[src/rtl/retire_stage.sv]
// In-order retire stage: consumes the completed ROB head, commits its
// register write, and handles mispredict squash and halt.
module retire_stage #(
    parameter int ROB_SIZE = 16,
    parameter int TAG_W    = $clog2(ROB_SIZE)
) (
    input  logic             clock,
    input  logic             reset,
    input  logic             head_valid,
    input  logic [TAG_W-1:0] head_tag,
    input  logic [4:0]       head_reg_idx,
    input  logic [31:0]      head_value,
    input  logic [31:0]      head_npc,
    input  logic             head_mispredict,
    input  logic             head_halt,
    output logic             retire_ack,
    output logic             mt_clear_en,
    output logic [4:0]       mt_clear_idx,
    output logic [TAG_W-1:0] mt_clear_tag,
    output logic             rf_wr_en,
    output logic [4:0]       rf_wr_idx,
    output logic [31:0]      rf_wr_data,
    output logic             squash,
    output logic [31:0]      redirect_pc,
    output logic             halted,
    output logic [31:0]      retired_count
);

    typedef enum logic [1:0] {RUN, SQUASH, HALTED} state_t;
    state_t state;

    logic retire;

    // Reset gates the handshake so the ROB never advances while reset is held.
    always_comb begin
        retire       = !reset && (state == RUN) && head_valid;
        retire_ack   = retire;
        mt_clear_en  = retire;
        mt_clear_idx = retire ? head_reg_idx : 5'd0;
        mt_clear_tag = retire ? head_tag : '0;
    end

    always_ff @(posedge clock or posedge reset) begin
        if (reset) begin
            state         <= RUN;
            rf_wr_en      <= 1'b0;
            rf_wr_idx     <= 5'd0;
            rf_wr_data    <= 32'd0;
            squash        <= 1'b0;
            redirect_pc   <= 32'd0;
            halted        <= 1'b0;
            retired_count <= 32'd0;
        end else begin
            rf_wr_en <= 1'b0;
            squash   <= 1'b0;
            case (state)
                RUN: begin
                    if (head_valid) begin
                        rf_wr_en      <= (head_reg_idx != 5'd0);
                        rf_wr_idx     <= head_reg_idx;
                        rf_wr_data    <= head_value;
                        retired_count <= retired_count + 32'd1;
                        // Halt wins over a simultaneous mispredict.
                        if (head_halt) begin
                            state  <= HALTED;
                            halted <= 1'b1;
                        end else if (head_mispredict) begin
                            state       <= SQUASH;
                            squash      <= 1'b1;
                            redirect_pc <= head_npc;
                        end
                    end
                end
                SQUASH:  state <= RUN;
                HALTED:  state <= HALTED;
                default: state <= RUN;
            endcase
        end
    end

endmodule

[config.mk]
export PLATFORM = sky130hd
export DESIGN_NAME = retire_stage
export DESIGN_NICKNAME = d
export VERILOG_FILES = /design/src/rtl/retire_stage.sv
export SDC_FILE = /design/constraint.sdc
export NUM_CORES = 1
export LEC_CHECK = 0
export CELL_PAD_IN_SITES_DETAIL_PLACEMENT = 1
export CELL_PAD_IN_SITES_GLOBAL_PLACEMENT = 2
export CORE_AREA = 2 2 105 118
export DETAILED_ROUTE_END_ITERATION = 16
export DIE_AREA = 0 0 107 120
export DONT_BUFFER_PORTS = 1
export PLACE_DENSITY = 0.83
export SYNTH_ARGS = -nofsm -noshare
export SYNTH_HDL_FRONTEND = slang
export SYNTH_SLANG_ARGS = --single-unit
[constraint.sdc]
create_clock -name clock -period 4.63 [get_ports clock]
set_input_delay 0.6945 -clock clock [delete_from_list [all_inputs] [get_ports clock]]
set_output_delay 0.6945 -clock clock [all_outputs]
set_load 0.02 [all_outputs]
[Word level (Yosys, flattened, before mapping)]
Index checks and enable logic that the tools add are counted.
Cells by class
  add/sub/neg operators: 1
  eq/ne operators: 3
  mux-type cells: 12
  bitwise operators: 1
  reduce and logical (&&, ||, !) cells: 9
Operators by type and width (number)
  adder 32 x 1 -> 32 bit (second input constant): 1
  2-to-1 mux 1 bit: 6
  2-to-1 mux 2 bit: 3
  2-to-1 mux 5 bit: 1
  nonzero test 5 bit: 1
  2-to-1 mux 4 bit: 1
  case mux 2 bit (2 select lines): 1
  AND reduction 2 bit: 2
  AND reduction 4 bit: 1
  inequality test 3 bit (second input constant): 1
  AND reduction 3 bit: 1
  == test 2 bit (second input constant): 1
  logical AND 1 bit: 2
  logical NOT 2 bit: 1
  inequality test 2 bit (second input constant): 1
  logical NOT 1 bit: 1
  inverter 1 bit: 1
Word-level totals
  register bits after elaboration: 106
  bits of input ports: 78
  output and inout port bits: 115
  logic and storage cells: 34

[Longest topological paths before layout]
  word-level depth: 4
  gate-level depth with buffers: 6
  gate-level depth less buffers: 5

[Worst setup path after synthesis]
Ideal clock, no wire load.
  path kind: input port to output port
  start: input port reset
  end: output port mt_clear_idx[0]
  data arrival time: 3.520 ns
  data required time: 3.936 ns
  setup slack: 0.415 ns
  stages: 2
  buffers on the path: 0
  cell sequence: inv_1 > and3_1
On the way
  cells in the longest elaborated chain, start to end: 4
RTL lines
  start, declared: RTL line 8  | input logic reset,
  logical NOT 1 bit (no source line)
  logical AND 1 bit (2 in series): RTL line 36  | retire = !reset && (state == RUN) && head_valid;
  2-to-1 mux 5 bit: RTL line 39  | mt_clear_idx = retire ? head_reg_idx : 5'd0;
  end, declared: RTL line 18  | output logic [4:0] mt_clear_idx,
No other way between the ends.

[Worst setup path after layout]
  start: register state[1]
  end: output port mt_clear_en
On the way
  cells in the longest elaborated chain, start to end: 3
RTL lines
  start, declared: RTL line 30  | state_t state;
  start signal, assigned: RTL line 45  | state <= RUN;
  start signal, assigned: RTL line 65  | state <= HALTED;
  start signal, assigned: RTL line 68  | state <= SQUASH;
  logical NOT 2 bit: RTL line 36
  logical AND 1 bit (2 in series): RTL line 36
  end, declared: RTL line 17  | output logic mt_clear_en,
No other way between the ends.

==> flow_metrics.env <==
export IMPL_critPathCaptureType="output pin"
export IMPL_htree_num_levels=3
export IMPL_slew_viol_final=0
export IMPL_remaining_drc_errors=0
export IMPL_grt_max_degree=62
export IMPL_ioPinCount=193
export IMPL_gp_congestion=0.7428
export IMPL_required_ns=3.94
export IMPL_fp_row_count=42
export IMPL_clock_sinks=106
export IMPL_drtPass1Iterations=4
export IMPL_status="completed"
export IMPL_io_buffers=0
export IMPL_synth_xor_area_share_pct=6.413
export IMPL_p_sw_w=0.0009853
export IMPL_vias=2760
export IMPL_grt_pass1_vias=2991
export IMPL_die_h_um=120
export IMPL_synthSimpleGateAreaFrac_pct=20.09
export IMPL_numCtsBuffers=9
export IMPL_crit_type="flop to output pin"
export IMPL_power_switching_share_pct=36.48
export IMPL_dp_worst_setup_slack_ns=1.731
export IMPL_finalWorstSetupSlack_ns=1.813
export IMPL_initial_utilization_pct=36.13
export IMPL_hold_slack_ns=0.3515
export IMPL_core_mm2=0.01172
export IMPL_hold_violations=0
export IMPL_synth_mux_area_share_pct=8.511
export IMPL_syn_nets=454
export IMPL_worst_pin_slew_ns=0.9912
export IMPL_postCtsSetupBuffers=0
export IMPL_final_util_pct=40.29
export IMPL_ctsResizeCount=0
export IMPL_synth_adder_area_share_pct=0.2955
export IMPL_netlist_instances=375
export IMPL_vias_per_cell=5.140
export IMPL_p_leak_nw=2.227
export IMPL_wl_per_cell_um=18.60
export IMPL_ant_nets=0
export IMPL_worst_setup_path_start_kind="flop"
export IMPL_drv_cap=0
export IMPL_relSlewSlack_pct=33.31
export IMPL_ys_seq_elements=106
export IMPL_synth_top_family_by_area="simple AND/OR/NAND/NOR gates"
export IMPL_yosysUniqueCellTypes=24
export IMPL_cts_tree="built"
export IMPL_multi_input_area_mm2=0.001524
export IMPL_tns_ns=0
export IMPL_clock_root_buffer="clkbuf_16"
export IMPL_hold_class="input port to asynchronous set/reset pin"
export IMPL_wirelength_um=9987
export IMPL_crit_path_top_delay_cell="or3b_2"
export IMPL_crit_fanout=25
export IMPL_num_antenna_cells=0
export IMPL_syn_area_mm2=0.004234
export IMPL_fillers=1280
export IMPL_drt_iter0_drc=98
export IMPL_p_per_area_mw_per_mm2=572.0
export IMPL_grt_pass1_wl_um=15870
export IMPL_fp_dieW_um=107
export IMPL_final_area_mm2=0.004722
export IMPL_internal_power_w=0.001716
export IMPL_setup_violations=0
export IMPL_skew_ns=0.007939
export IMPL_clkPwrFrac_pct=27.8
export IMPL_avgSynthCellArea_um2=11.29
export IMPL_hpwl_um=7169
export IMPL_synthToLayoutAreaGrowth_pct=11.52
export IMPL_hold_buffers=0
export IMPL_path_cells="or3b_2 > nor2_1"
export IMPL_die_area_mm2=0.01284
export IMPL_ff_latch_area_mm2=0.002653
export IMPL_yosysSeqAreaShare_pct=62.65
export IMPL_clk_path_buf_depth=2
export IMPL_ir_drop_uv=232.6
export IMPL_max_stage_delay_ns=0.73
export IMPL_critPathArrivalTime_ns=2.12
export IMPL_place_area_mm2=0.004428
export IMPL_overflow=0
export IMPL_worstSkewPairLatency_ns=0.34
export IMPL_finalCriticalPeriod_ns=2.818
export IMPL_layout_drive_gt1_share_pct=15.93
export IMPL_synth_compound_area_share_pct=0.4137
export IMPL_rsz0062_at_grt="no"
export IMPL_clk_pin_slew_ns=0.07
export IMPL_ys_warn_count=0
export IMPL_finalCritPeriodShare_pct=60.85
export IMPL_grt_antenna_before_repair=0
export IMPL_seqPwrFrac_pct=63.1
export IMPL_grt_use_total_pct=15.88
export IMPL_fmax_mhz=354.9
export IMPL_fin_nets=457
export IMPL_comb_power_share_pct=9.1
## layout make-up
class                   count  area share (%)
well taps                 154           4.081
clock inverters             6           1.378
flip-flops and latches    106           56.17
multi-input cells         253           32.27
repair buffers              7           1.113
clock buffers              10           4.849
inverters                   1          0.1325
## worst max-delay path, delay by kind of cell (launching register included)
family	cells	cell delay (ns)
simple gates	2	1.38
flops	1	0.40
## routing by layer
metal	GRT usage (%)	routed length [um]	up-vias
li1	-	-	1252
met1	18.78	3867	1388
met2	26.43	5174	106
met3	6.029	768	14
met4	5.438	176	0
met5	0	0	-
## synth_stat cells
cell / n / area share [%]
mux2_2: 32 / 8.5
nand4_1: 10 / 1.5
dfrtp_1: 106 / 63
or3b_1: 1 / 0.21
a21oi_1: 2 / 0.24
buf_2: 4 / 0.47
clkbuf_1: 10 / 0.89
nor3b_1: 2 / 0.35
and3_1: 11 / 1.6
nor3b_2: 1 / 0.30
xor2_1: 11 / 2.3
ha_1: 1 / 0.30
nor2_1: 6 / 0.53
nand2_1: 124 / 11
nor4_2: 1 / 0.30
xnor2_1: 20 / 4.1
or4_4: 2 / 0.53
inv_1: 1 / 0.089
a21o_1: 1 / 0.18
nand3_1: 13 / 1.5
and4_1: 3 / 0.62
nor4_1: 7 / 1.0
nor3_1: 5 / 0.59
buf_4: 1 / 0.18
## worst paths after layout
path,startpoint,to,slack [ns],cells past startpoint
setup reg to reg,state[1],redirect_pc[5],2.01,5
setup / recovery,state[1],mt_clear_en,1.81,2
max in group asynchronous,reset,rf_wr_idx[2],3.10,2
hold / removal,reset,rf_wr_data[2],0.35,1
min in group clock,head_halt,state[0],0.42,1
hold reg to reg,state[0],state[1],0.48,1
## registers in the layout, summed over array words and instances (netlist names)
name and count:
redirect_pc 32, retired_count 32, rf_wr_data 32, rf_wr_idx 5, state 2, halted 1, rf_wr_en 1, squash 1
## placed cells by master (no fill, tap or decap)
cell | Yosys | routed
or3b_2 | 0 | 1
nor2_1 | 6 | 6
clkinvlp_4 | 0 | 1
nand3_1 | 13 | 13
a21o_1 | 1 | 1
nor3b_1 | 2 | 1
and3_1 | 11 | 11
and4_1 | 3 | 3
nand4_1 | 10 | 10
bufinv_16 | 0 | 1
inv_4 | 0 | 1
clkbuf_1 | 10 | 1
nor4_2 | 1 | 1
inv_6 | 0 | 1
or4_4 | 2 | 2
xnor2_1 | 20 | 20
a21oi_1 | 2 | 2
nor3b_2 | 1 | 1
nor3_1 | 5 | 5
nor3b_4 | 0 | 1
nand2_1 | 124 | 124
clkinv_4 | 0 | 1
dfrtp_1 | 106 | 106
mux2_2 | 32 | 32
buf_4 | 1 | 7
clkbuf_16 | 0 | 9
nor4_1 | 7 | 7
xor2_1 | 11 | 11
clkinv_2 | 0 | 2
ha_1 | 1 | 1
## cells by family (layout without fill, tap and decap cells)
kind of cell,count (synthesis),after routing
AND/OR/NAND/NOR,186,186
flip-flops,106,106
multiplexers,32,32
XOR/XNOR,31,31
buffers and inverters,16,24
AO/OA/AOI/OAI,3,3
adder cells (fa/ha/maj),1,1
## power groups by stage
stage               Sequential (W)  Clock, W  Combinational (W)
CTS                        0.00171  0.000781           0.000253
finish                     0.00170  0.000752           0.000245
detailed placement         0.00173         0           0.000255
global route               0.00174  0.000814           0.000295
global placement           0.00172         0           0.000229
floorplan                  0.00164         0           0.000209
## stage by stage
step / power, W / std cells
after floorplan: 0.001851 / 375
after global placement: 0.001949 / 521
after detailed placement: 0.001980 / 521
after CTS: 0.002747 / 537
after global routing: 0.002846 / 537
final: 0.002701 / 537
Note: power is estimated with default switching activity, not from simulation.
